File: src/rtl/mem_sweep_ctrl.sv
// Purpose : arbitrates one simple dual-port RAM between a user port and a FILL/CHECK sweep engine.
// Latency : user reads return RD_LAT cycles after grant; FILL takes DEPTH_MEM cycles, CHECK DEPTH_MEM+RD_LAT.
// Backpr. : none queued; user requests are granted only in IDLE and dropped otherwise.
//
// Ports:
//   clk/reset             clock, synchronous active-high reset
//   start/cmd/seed/abort  sweep control (cmd 0=FILL 1=CHECK 2=FILL+CHECK 3=ignored)
//   usr_*                 user request/grant/read-return port
//   mem_*                 RAM interface (registered read of RD_LAT cycles)
//   busy/done/aborted     sweep status
//   err_cnt/first_err_addr CHECK result (saturating count, first mismatching address)
module mem_sweep_ctrl #(
    parameter int WID_MEM   = 8,
    parameter int DEPTH_MEM = 2048,
    parameter int RD_LAT    = 1,
    parameter int ERR_W     = 16
) (
    input  logic               clk,
    input  logic               reset,
    input  logic               start,
    input  logic [1:0]         cmd,
    input  logic [15:0]        seed,
    input  logic               abort,
    input  logic               usr_re,
    input  logic               usr_we,
    input  logic [31:0]        usr_addr,
    input  logic [WID_MEM-1:0] usr_din,
    output logic               usr_gnt,
    output logic               usr_rvalid,
    output logic [WID_MEM-1:0] usr_dout,
    output logic [31:0]        mem_raddr,
    output logic [31:0]        mem_waddr,
    output logic [WID_MEM-1:0] mem_din,
    output logic               mem_we,
    input  logic [WID_MEM-1:0] mem_dout,
    output logic               busy,
    output logic               done,
    output logic               aborted,
    output logic [ERR_W-1:0]   err_cnt,
    output logic [31:0]        first_err_addr
);

    typedef enum logic [2:0] {S_IDLE, S_FILL, S_CHECK, S_DRAIN, S_DONE} state_t;

    localparam logic [31:0]      LAST_ADDR  = 32'(DEPTH_MEM - 1);
    localparam logic [31:0]      DRAIN_LAST = 32'(RD_LAT - 1);
    localparam logic [ERR_W-1:0] ERR_MAX    = '1;

    state_t              state, state_nxt;
    logic [31:0]         addr;          // sweep address; reused as the DRAIN cycle counter
    logic [15:0]         seed_q;
    logic                then_check;    // cmd 2: FILL continues into CHECK
    logic [RD_LAT-1:0]   urd_vld;
    logic [RD_LAT-1:0]   urd_oob;
    logic [RD_LAT-1:0]   chk_vld;
    logic [31:0]         chk_addr [RD_LAT];
    logic                sweep_rd;
    logic                start_ok;
    logic                in_range;
    logic                abort_sweep;
    logic                mismatch;

    // {16'(a) ^ seed} replicated over the word, truncated to WID_MEM bits
    function automatic logic [WID_MEM-1:0] pattern(input logic [15:0] a, input logic [15:0] s);
        logic [15:0]        v;
        logic [WID_MEM-1:0] p;
        v = a ^ s;
        p = '0;
        for (int i = 0; i < WID_MEM; i++) p[i] = v[i % 16];
        return p;
    endfunction

    assign start_ok    = (state == S_IDLE) && start && (cmd != 2'd3);
    assign in_range    = usr_addr < 32'(DEPTH_MEM);
    assign abort_sweep = abort && (state == S_FILL || state == S_CHECK || state == S_DRAIN);
    assign mismatch    = chk_vld[RD_LAT-1] &&
                         (mem_dout != pattern(chk_addr[RD_LAT-1][15:0], seed_q));

    always_comb begin
        state_nxt = state;
        usr_gnt   = 1'b0;
        mem_we    = 1'b0;
        mem_waddr = '0;
        mem_raddr = '0;
        mem_din   = '0;
        busy      = 1'b0;
        done      = 1'b0;
        sweep_rd  = 1'b0;
        unique case (state)
            S_IDLE: begin
                usr_gnt = usr_re | usr_we;
                // out-of-range requests are granted but never touch the RAM
                if (usr_we && in_range) begin
                    mem_we    = 1'b1;
                    mem_waddr = usr_addr;
                    mem_din   = usr_din;
                end
                if (usr_re && in_range) mem_raddr = usr_addr;
                if (start_ok) state_nxt = (cmd == 2'd1) ? S_CHECK : S_FILL;
            end
            S_FILL: begin
                busy = 1'b1;
                if (abort) begin
                    state_nxt = S_IDLE;
                end else begin
                    mem_we    = 1'b1;
                    mem_waddr = addr;
                    mem_din   = pattern(addr[15:0], seed_q);
                    if (addr == LAST_ADDR) state_nxt = then_check ? S_CHECK : S_DONE;
                end
            end
            S_CHECK: begin
                busy = 1'b1;
                if (abort) begin
                    state_nxt = S_IDLE;
                end else begin
                    mem_raddr = addr;
                    sweep_rd  = 1'b1;
                    if (addr == LAST_ADDR) state_nxt = S_DRAIN;
                end
            end
            S_DRAIN: begin
                busy = 1'b1;
                if (abort) state_nxt = S_IDLE;
                else if (addr == DRAIN_LAST) state_nxt = S_DONE;
            end
            S_DONE: begin
                done      = 1'b1;
                state_nxt = S_IDLE;
            end
            default: state_nxt = S_IDLE;
        endcase
        // hold every combinational output low while reset is asserted
        if (reset) begin
            usr_gnt   = 1'b0;
            mem_we    = 1'b0;
            mem_waddr = '0;
            mem_raddr = '0;
            mem_din   = '0;
            busy      = 1'b0;
            done      = 1'b0;
        end
    end

    assign usr_rvalid = urd_vld[RD_LAT-1] && !reset;
    assign usr_dout   = (usr_rvalid && !urd_oob[RD_LAT-1]) ? mem_dout : '0;

    always_ff @(posedge clk) begin
        if (reset) begin
            state          <= S_IDLE;
            addr           <= '0;
            seed_q         <= '0;
            then_check     <= 1'b0;
            aborted        <= 1'b0;
            err_cnt        <= '0;
            first_err_addr <= '0;
            urd_vld        <= '0;
            urd_oob        <= '0;
            chk_vld        <= '0;
            for (int i = 0; i < RD_LAT; i++) chk_addr[i] <= '0;
        end else begin
            state <= state_nxt;

            // counter restarts on every state change, so it never runs past the last word
            if (state_nxt != state) addr <= '0;
            else if (state == S_FILL || state == S_CHECK || state == S_DRAIN) addr <= addr + 32'd1;

            // user read return pipe, independent of the sweep so in-flight reads finish on time
            urd_vld[0] <= (state == S_IDLE) && usr_re;
            urd_oob[0] <= !in_range;
            for (int i = 1; i < RD_LAT; i++) begin
                urd_vld[i] <= urd_vld[i-1];
                urd_oob[i] <= urd_oob[i-1];
            end

            // sweep compare pipe: address travels alongside the outstanding read
            chk_vld[0]  <= sweep_rd;
            chk_addr[0] <= addr;
            for (int i = 1; i < RD_LAT; i++) begin
                chk_vld[i]  <= chk_vld[i-1];
                chk_addr[i] <= chk_addr[i-1];
            end

            if (abort_sweep) begin
                aborted <= 1'b1;
                chk_vld <= '0;
            end else if (mismatch) begin
                if (err_cnt != ERR_MAX) err_cnt <= err_cnt + ERR_W'(1);
                if (err_cnt == '0) first_err_addr <= chk_addr[RD_LAT-1];
            end

            if (start_ok) begin
                seed_q         <= seed;
                then_check     <= (cmd == 2'd2);
                aborted        <= 1'b0;
                err_cnt        <= '0;
                first_err_addr <= '0;
            end
        end
    end

endmodule

File: config.mk
export PLATFORM = sky130hd
export DESIGN_NAME = mem_sweep_ctrl
export DESIGN_NICKNAME = d
export VERILOG_FILES = /design/src/rtl/mem_sweep_ctrl.sv
export SDC_FILE = /design/constraint.sdc
export NUM_CORES = 1
export LEC_CHECK = 0
export CORE_MARGIN = 2
export CORE_UTILIZATION = 50
export CTS_BUF_LIST = sky130_fd_sc_hd__clkbuf_4 sky130_fd_sc_hd__clkbuf_8
export CTS_CLUSTER_DIAMETER = 200
export DETAILED_ROUTE_END_ITERATION = 8
export GPL_TIMING_DRIVEN = 0
export PLACE_DENSITY = 0.84
export SYNTH_ARGS = -nofsm -noshare
export SYNTH_HDL_FRONTEND = slang
export SYNTH_SLANG_ARGS = --single-unit
File: constraint.sdc
create_clock -name clk -period 6.76 [get_ports clk]
set_input_delay 0.676 -clock clk [delete_from_list [all_inputs] [get_ports clk]]
set_output_delay 0.676 -clock clk [all_outputs]
set_load 0.005 [all_outputs]
==> results of run 1 <==
==> kinds of logic after synthesis <==
kind of cell             after synthesis  synth area share
AO/OA/AOI/OAI                         73            0.0800
buffers and inverters                 83            0.0570
flip-flops                           128             0.377
XOR/XNOR                              47            0.0767
AND/OR/NAND/NOR                      381             0.336
adder cells (fa/ha/maj)                4           0.00736
multiplexers                          45            0.0662
==> routing by layer <==
layer  part of all wire  vias up
met3              0.073       51
met5                  0        -
met1               0.42     3166
met4              0.027        0
met2               0.48      310
li1                   -     3144
==> worst register-to-register path: stages (launching register included) <==
cell and delay, ps:
dfxtp_1 360, clkbuf_1 310, nor4b_1 850, and2_1 220
and4_1 230, o32a_1 290, buf_2 350, nor4_2 100
==> per-stage QoR <==
stage | setup slack [ps] | utilization
floorplan | 4190 | -
global placement | 2300 | 0.679
detailed placement | 2320 | 0.679
CTS | 2320 | 0.715
global route | 2020 | 0.715
finish | 2250 | 0.715
==> state kept, by name (all words and copies together) (netlist names) <==
register / cells
chk_vld: 1
urd_oob: 1
first_err_addr: 32
addr: 32
state: 3
chk_addr: 32
seed_q: 8
then_check: 1
urd_vld: 1
err_cnt: 16
aborted: 1
==> synth_stat cells (all sizes together) (3+ instances only) <==
master	count	area, um^2
a22oi	30	225
nor2	98	368
and2	48	300
nor4	61	569
or2	8	50.1
ha	4	50.1
mux2i	45	450
and3	7	43.8
or3	6	37.5
o21ai	6	30.0
o31a	3	26.3
buf	26	174
inv	15	56.3
nor2b	31	194
dfxtp	128	2560
xnor2	25	219
nand4	22	144
a21oi	8	40.0
xnor3	8	180
nor3b	3	22.5
clkbuf	42	158
nand3	18	90.1
nor4b	3	26.3
or4	5	41.3
nor3	21	105
and4	15	141
xor2	14	123
nand2	31	116
==> power by group through the flow <==
| stage | Combinational, mW | Clock, mW | Sequential [mW] |
|---|---|---|---|
| after floorplan | 0.0835 | 0 | 0.781 |
| after global placement | 0.153 | 0 | 0.782 |
| after detailed placement | 0.155 | 0 | 0.782 |
| after CTS | 0.156 | 0.779 | 0.764 |
| after global routing | 0.168 | 0.815 | 0.765 |
| final | 0.158 | 0.771 | 0.765 |
==> final cells by class <==
class,instances,area [um^2]
Tap cell,176,220
Sequential cell,128,2560
Clock buffer,20,263
Inverter,15,56.3
Timing Repair Buffer,197,1970
Clock inverter,12,208
Fill cell,1029,3780
Buffer,68,332
Multi-Input combinational cell,550,3850
==> path summary, 6_finish.rpt <==
path	start	to	slack (ps)
worst min register to register	chk_addr[0][28]	first_err_addr[28]	470
worst max-delay path	abort	mem_waddr[23]	2250
worst max register to register	state[0]	addr[21]	3930
worst min-delay path	chk_addr[0][28]	first_err_addr[28]	470
==> run_results.csv, run 1 <==
group,metric,value,unit
status,status,"finished, final reports clean",
clocking,cts_max_level,4,
route,post_drt_wl_per_cell,18.1,um
critical_path,crit_type,"in2out",
timing,maxSlewViolCount,0,
clocking,cts_tree,"built",
critical_path,cp_data_arrival_time,3830,ps
pwr,irDropWorstVdd,0.146,mV
route,ant_nets,0,
pwr,leakage,3.51,nW
logic_synthesis,syn_area,6800,um^2
clocking,clkLatencyLatePin,450,ps
route,viasPerCell,5.72,
timing,tightest_slew,998,ps
clocking,cts_setup_buffers,0,
layout,layout_commonest_cell,"clkdlybuf4s50_1",
pwr,p_int,1.29,mW
layout,num-nets-final,1053,
place,place_area,8990,um^2
logic_synthesis,syn_avg_cell_area,8.94,um^2
logic_synthesis,synthArstFlopShare,0,
critical_path,crit_cells,7,
logic_synthesis,synth_cell_types,56,
timing,whs,466,ps
layout,stdcell_count,1166,
logic_synthesis,syn_inst,761,
run,cap_violations,0,
min_path,holdPathStages,2,
floorplanning,initial_core_util,0.514,
critical_path,path_cells,"clkdlybuf4s50_1 > nor4b_1 > inv_1 > nor2_1 > clkbuf_1 > and2_1 > clkdlybuf4s50_1",
layout,layout_common_cells,"clkdlybuf4s50_1, dfxtp_1, nor2_1",
critical_path,required,6080,ps
global_route,grt_busiest_layer,"met2",
critical_path,cp_slowest_cell,"nor4b_1",
critical_path,cp-start-kind,"primary input",
floorplanning,die_width,121,um
pwr,switchingPower,0.403,mW
place,numPlacedInstances,1134,
place,placement.io_buffers,197,
global_route,grt-ovfl-total,0,
pwr,swShare,0.238,
critical_path,slowest_delay,880,ps
floorplanning,ioPinCount,206,
global_route,antenna_found_initial,0,
floorplanning,die_y,121,um
global_route,grt_util_met3,0.0524,
timing,relSlewSlack,0.325,
clocking,clk_pin_slew,80,ps
timing,hold_viol,0,
critical_path,cp_max_fo,10,
floorplanning,die_area,14600,um^2
pwr,comb_power_share,0.093,
layout,layout-drive-gt1-share,0.103,
floorplanning,row_count,42,
place,dpl.hpwl,15600,um
global_route,use_met2,0.475,
pwr,power_density,179,nW/um^2
timing,finalCritPeriodShare,0.667,
clocking,cts_resized,0,
place,gp_congestion,0.962,
floorplanning,coreArea,13200,um^2
logic_synthesis,ys_ff_latch,128,
timing,finalSetupViolCount,0,
timing,fin_crit,4510,ps
critical_path,crit_buf_inv,4,
min_path,hp-class,"reg2reg",
pwr,power_frac_seq,0.451,
pwr,pwr-share-clk,0.455,
critical_path,reg2reg_depth,7,
clocking,hold_buffers,0,
global_route,grt_pass1_wl,32700,um
logic_synthesis,yosysWarnings,0,
timing,clock.fmax,0.222,GHz
clocking,clock_sinks,128,
global_route,use_met1,0.371,
clocking,cts_inserted_buffers,17,
route,first_iter_violations,561,
global_route,grt.total_usage,0.287,
route,drc,0,
route,vias,6671,
timing,rsz0062_at_grt,"false",
logic_synthesis,syn_nets,837,
logic_synthesis,synth_flop_cell,"dfxtp_1",
critical_path,path_delay_family,"buffers and inverters",
global_route,grt_pass1_vias,6209,
clocking,cts_buffer_depth,2,
critical_path,critical_path.most_common_cell,"clkdlybuf4s50_1",
route,wl,21100,um
timing,fin_tns_setup,0,ps
layout,antenna_cells,0,
clocking,cts_root_buf,"clkbuf_8",
critical_path,end_kind,"output pin",
logic_synthesis,synth-edff-count,0,
layout,fin_area,9460,um^2
logic_synthesis,synth-seq-area-share,0.377,
layout,area_delta_synth_final,39.1,%
global_route,grt_max_degree,17,
pwr,report.power.total,1.69,mW
route,firstDrtPassIters,6,
timing,clock_skew,8.99,ps
Note: power is estimated with default switching activity, not from simulation.
==> run 2: changes to the inputs <==
Settings changed: CORE_UTILIZATION 50 to 44, PLACE_DENSITY 0.84 to 0.79.
Clock period 6.76 ns to 3.7 ns, I/O delays scaled along.
==> run_results.csv, run 2 (synthesized netlist as in run 1, its figures left out) <==
group,metric,value,unit
floorplanning,ioPinCount,206,
timing,whs,463,ps
place,numPlacedInstances,1146,
critical_path,cp-start-kind,"primary input",
clocking,hold_buffers,0,
place,placement.io_buffers,197,
global_route,grt_max_degree,17,
route,viasPerCell,5.58,
floorplanning,die_width,128,um
critical_path,path_cells,"clkdlybuf4s50_1 > or4b_1 > clkbuf_1 > nor2_2 > clkbuf_1 > and2_1 > clkdlybuf4s50_1",
layout,area_delta_synth_final,40.0,%
timing,finalCritPeriodShare,0.961,
global_route,grt_pass1_vias,6142,
timing,relSlewSlack,0.367,
global_route,grt-ovfl-total,0,
timing,clock_skew,9.36,ps
critical_path,path_delay_family,"buffers and inverters",
place,dpl.hpwl,16000,um
pwr,leakage,3.54,nW
timing,timing.final.ws_setup,144,ps
route,drc,0,
pwr,report.power.total,3.16,mW
route,firstDrtPassIters,5,
critical_path,cp_max_fo,10,
floorplanning,die_y,128,um
critical_path,cp_data_arrival_time,3190,ps
layout,layout_commonest_cell,"clkdlybuf4s50_1",
min_path,hp-class,"reg2reg",
critical_path,required,3330,ps
global_route,grt_pass1_wl,32900,um
global_route,grt.total_usage,0.255,
critical_path,end_kind,"output pin",
route,wl,21500,um
route,ant_nets,0,
timing,fin_tns_setup,0,ps
layout,antenna_cells,0,
status,status,"finished, final reports clean",
clocking,clock_sinks,128,
global_route,antenna_found_initial,0,
layout,layout-drive-gt1-share,0.108,
clocking,cts_tree,"built",
pwr,irDropWorstVdd,0.250,mV
layout,biggestRegsByFlops,"addr x32, chk_addr x32, first_err_addr x32",
layout,stdcell_count,1177,
timing,clock.fmax,0.281,GHz
clocking,clkLatencyLatePin,440,ps
floorplanning,row_count,45,
clocking,cts_root_buf,"clkbuf_8",
timing,hold_viol,0,
floorplanning,coreArea,15100,um^2
place,gp_congestion,0.943,
clocking,cts_inserted_buffers,17,
place,pre_cts_ws,-273,ps
timing,fin_crit,3560,ps
critical_path,crit_buf_inv,4,
route,post_drt_wl_per_cell,18.3,um
timing,finalSetupViolCount,0,
floorplanning,initial_core_util,0.449,
floorplanning,die_area,16500,um^2
critical_path,crit_type,"in2out",
clocking,cts_buffer_depth,2,
critical_path,slowest_delay,600,ps
pwr,power_density,332,nW/um^2
critical_path,cp_slowest_cell,"clkdlybuf4s50_1",
layout,num-nets-final,1053,
clocking,cts_max_level,4,
route,first_iter_violations,570,
layout,layout_common_cells,"clkdlybuf4s50_1, dfxtp_1, nor2_1",
timing,tightest_slew,936,ps
timing,maxSlewViolCount,0,
run,cap_violations,0,
timing,rsz0062_at_grt,"false",
route,vias,6568,
clocking,clk_pin_slew,70,ps
[run 2: cell type report]
class | count | area, um^2
multi-input combinational | 550 | 3870
sequential | 128 | 2560
tap | 188 | 235
timing repair buffer | 197 | 1970
fill | 1295 | 5630
inverter | 15 | 56.3
clock inverter | 9 | 203
buffer | 68 | 335
clock buffer | 22 | 284
[run 2: stage by stage]
| step | util | cell area [um^2] |
|---|---|---|
| 2_1_floorplan | - | 6800 |
| 3_5_place_dp | 0.595 | 9010 |
| 4_1_cts | 0.628 | 9510 |
| 6_report | 0.629 | 9520 |
| 5_1_grt | 0.629 | 9520 |
| 3_3_place_gp | 0.595 | 9010 |
[run 2: final timing paths]
kind                   start            endpoint  slack, ps  cells after the start
min reg2reg  chk_addr[0][29]  first_err_addr[29]        460                      2
max                    abort       mem_raddr[26]        140                      7
max reg2reg         addr[13]            addr[30]        930                      7
min          chk_addr[0][29]  first_err_addr[29]        460                      2
[run 2: layer usage]
layer / vias up / GRT usage / share of wire
met5: - / 0 / 0
met4: 0 / 0.0840 / 0.021
met3: 37 / 0.0453 / 0.063
met2: 276 / 0.422 / 0.48
met1: 3111 / 0.338 / 0.43
li1: 3144 / - / -
[run 2: where the power goes]
part | internal [mW] | switching (mW)
Combinational | 0.134 | 0.157
Clock | 0.929 | 0.545
Sequential | 1.39 | 0.0101
Total | 2.45 | 0.712
[run 2: repair_timing]
action,in CTS,in global routing
gates resized for setup,3,7
endpoints found under the setup margin,27,22
endpoints found under the hold margin,0,0
buffers inserted,0,0
[run 2: tightest hold or removal path, delay by kind of cell, from the launching register on]
family	cells	cell delay, ps
flip-flops	1	310
multiplexers	1	50
AND/OR/NAND/NOR	1	70
==> run 3: changes to the inputs <==
Settings changed: CORE_MARGIN 2 to unset, TNS_END_PERCENT set to 1.
==> run_results.csv, run 3 (synthesized netlist as in run 1, its figures left out) <==
group,metric,value,unit
critical_path,path_delay_family,"buffers and inverters",
clocking,clk_pin_slew,70,ps
place,placement.io_buffers,197,
route,firstDrtPassIters,6,
layout,layout-drive-gt1-share,0.108,
critical_path,cp_slowest_cell,"clkdlybuf4s50_1",
critical_path,path_cells,"clkdlybuf4s50_1 > or4b_1 > clkbuf_1 > nor2_2 > clkbuf_1 > and2_1 > clkdlybuf4s50_1",
global_route,grt_pass1_vias,5991,
timing,finalCritPeriodShare,0.971,
pwr,p_int,2.20,mW
timing,relSlewSlack,0.476,
pwr,pwr-share-clk,0.424,
critical_path,cp-start-kind,"primary input",
timing,clock_skew,17.2,ps
global_route,grt-ovfl-total,0,
critical_path,cp_data_arrival_time,3220,ps
run,cap_violations,0,
pwr,switchingPower,0.724,mW
layout,layout_common_cells,"clkdlybuf4s50_1, dfxtp_1, nor2_1",
route,first_iter_violations,531,
place,place_area,9010,um^2
floorplanning,initial_core_util,0.449,
global_route,grt_pass1_wl,31700,um
clocking,cts_max_level,4,
pwr,comb_power_share,0.099,
clocking,clkLatencyLatePin,470,ps
place,dpl.hpwl,15400,um
pwr,swShare,0.247,
route,viasPerCell,5.48,
floorplanning,die_width,126,um
timing,maxSlewViolCount,0,
pwr,leakage,3.49,nW
clocking,cts_root_buf,"clkbuf_8",
layout,n_fill_cell,1299,
floorplanning,die_y,126,um
critical_path,crit_buf_inv,4,
timing,clock.fmax,0.278,GHz
layout,area_delta_synth_final,38.9,%
pwr,power_density,310,nW/um^2
timing,fin_crit,3590,ps
layout,fin_area,9450,um^2
clocking,cts_inserted_buffers,17,
layout,antenna_cells,0,
floorplanning,coreArea,15100,um^2
layout,num-nets-final,1053,
status,status,"finished, final reports clean",
global_route,grt.total_usage,0.257,
layout,biggestRegsByFlops,"addr x32, chk_addr x32, first_err_addr x32",
place,gp_congestion,0.926,
route,vias,6455,
route,ant_nets,0,
clocking,cts_tree,"built",
layout,layout_commonest_cell,"clkdlybuf4s50_1",
pwr,irDropWorstVdd,0.212,mV
critical_path,cp_max_fo,10,
clocking,clock_sinks,128,
critical_path,crit_type,"in2out",
critical_path,end_kind,"output pin",
timing,rsz0062_at_grt,"true",
critical_path,slowest_delay,610,ps
min_path,hp-class,"reg2reg",
critical_path,required,3330,ps
floorplanning,row_count,45,
global_route,antenna_found_initial,0,
floorplanning,die_area,16000,um^2
clocking,cts_setup_buffers,0,
route,post_drt_wl_per_cell,17.4,um
route,wl,20500,um
global_route,grt_max_degree,17,
timing,whs,465,ps
route,drc,0,
timing,hold_viol,0,
clocking,hold_buffers,0,
timing,tightest_slew,767,ps
clocking,cts_buffer_depth,2,
floorplanning,ioPinCount,206,
timing,finalSetupViolCount,0,
pwr,power_frac_seq,0.478,
[run 3: per-layer routing]
metal	GRT usage	part of all wire	vias up
li1	-	-	3130
met1	0.335	0.44	3041
met2	0.415	0.47	241
met3	0.0481	0.060	43
met4	0.113	0.025	0
met5	0	0	-
[run 3: repair_timing]
| item | 4_1_cts | 5_1_grt |
|---|---|---|
| gates resized for setup | 2 | 5 |
| hold endpoints to repair | 0 | 0 |
| endpoints found under the setup margin | 17 | 25 |
[run 3: cell type report]
type	instances	area [um^2]	area share
buffer	68	333	0.0352
tap	188	235	0.0249
timing repair buffer	197	1970	0.209
inverter	15	56.3	0.00596
clock buffer	23	304	0.0322
multi-input combinational	550	3880	0.410
sequential	128	2560	0.271
clock inverter	9	106	0.0113
[run 3: final timing paths]
| path | slack, ps | cells past startpoint | endpoint | from |
|---|---|---|---|---|
| worst max-delay path | 110 | 7 | mem_raddr[26] | abort |
| worst min-delay path | 460 | 2 | first_err_addr[18] | chk_addr[0][18] |
| worst max register to register | 1030 | 7 | addr[2] | addr[13] |
| worst min register to register | 460 | 2 | first_err_addr[18] | chk_addr[0][18] |
[run 3: power groups by stage]
| stage | Sequential (mW) | Clock, mW | Combinational [mW] |
|---|---|---|---|
| 2_1_floorplan | 1.43 | 0 | 0.153 |
| 3_3_place_gp | 1.43 | 0 | 0.281 |
| 3_5_place_dp | 1.43 | 0 | 0.284 |
| 4_1_cts | 1.40 | 1.25 | 0.286 |
| 5_1_grt | 1.40 | 1.33 | 0.309 |
| 6_report | 1.40 | 1.24 | 0.289 |
[run 3: per-stage QoR]
step / TNS (ps) / worst slack, ps / total power [mW] / util / instances
finish: 0 / 106 / 2.93 / 0.624 / 1178
global route: -266 / -69.9 / 3.03 / 0.624 / 1178
CTS: 0 / 10.7 / 2.93 / 0.622 / 1178
detailed placement: -1400 / -150 / 1.71 / 0.595 / 1146
global placement: -1110 / -118 / 1.71 / 0.595 / 1146
floorplan: 0 / 1430 / 1.58 / - / 761
[run 3: worst reg2reg max path, stage by stage (launching register included)]
cell      delay (ps)
dfxtp_1          300
clkbuf_1         170
nor4_1           620
nand2_1          200
a211o_1          330
a21boi_1         440
buf_2            390
nor4_2            90
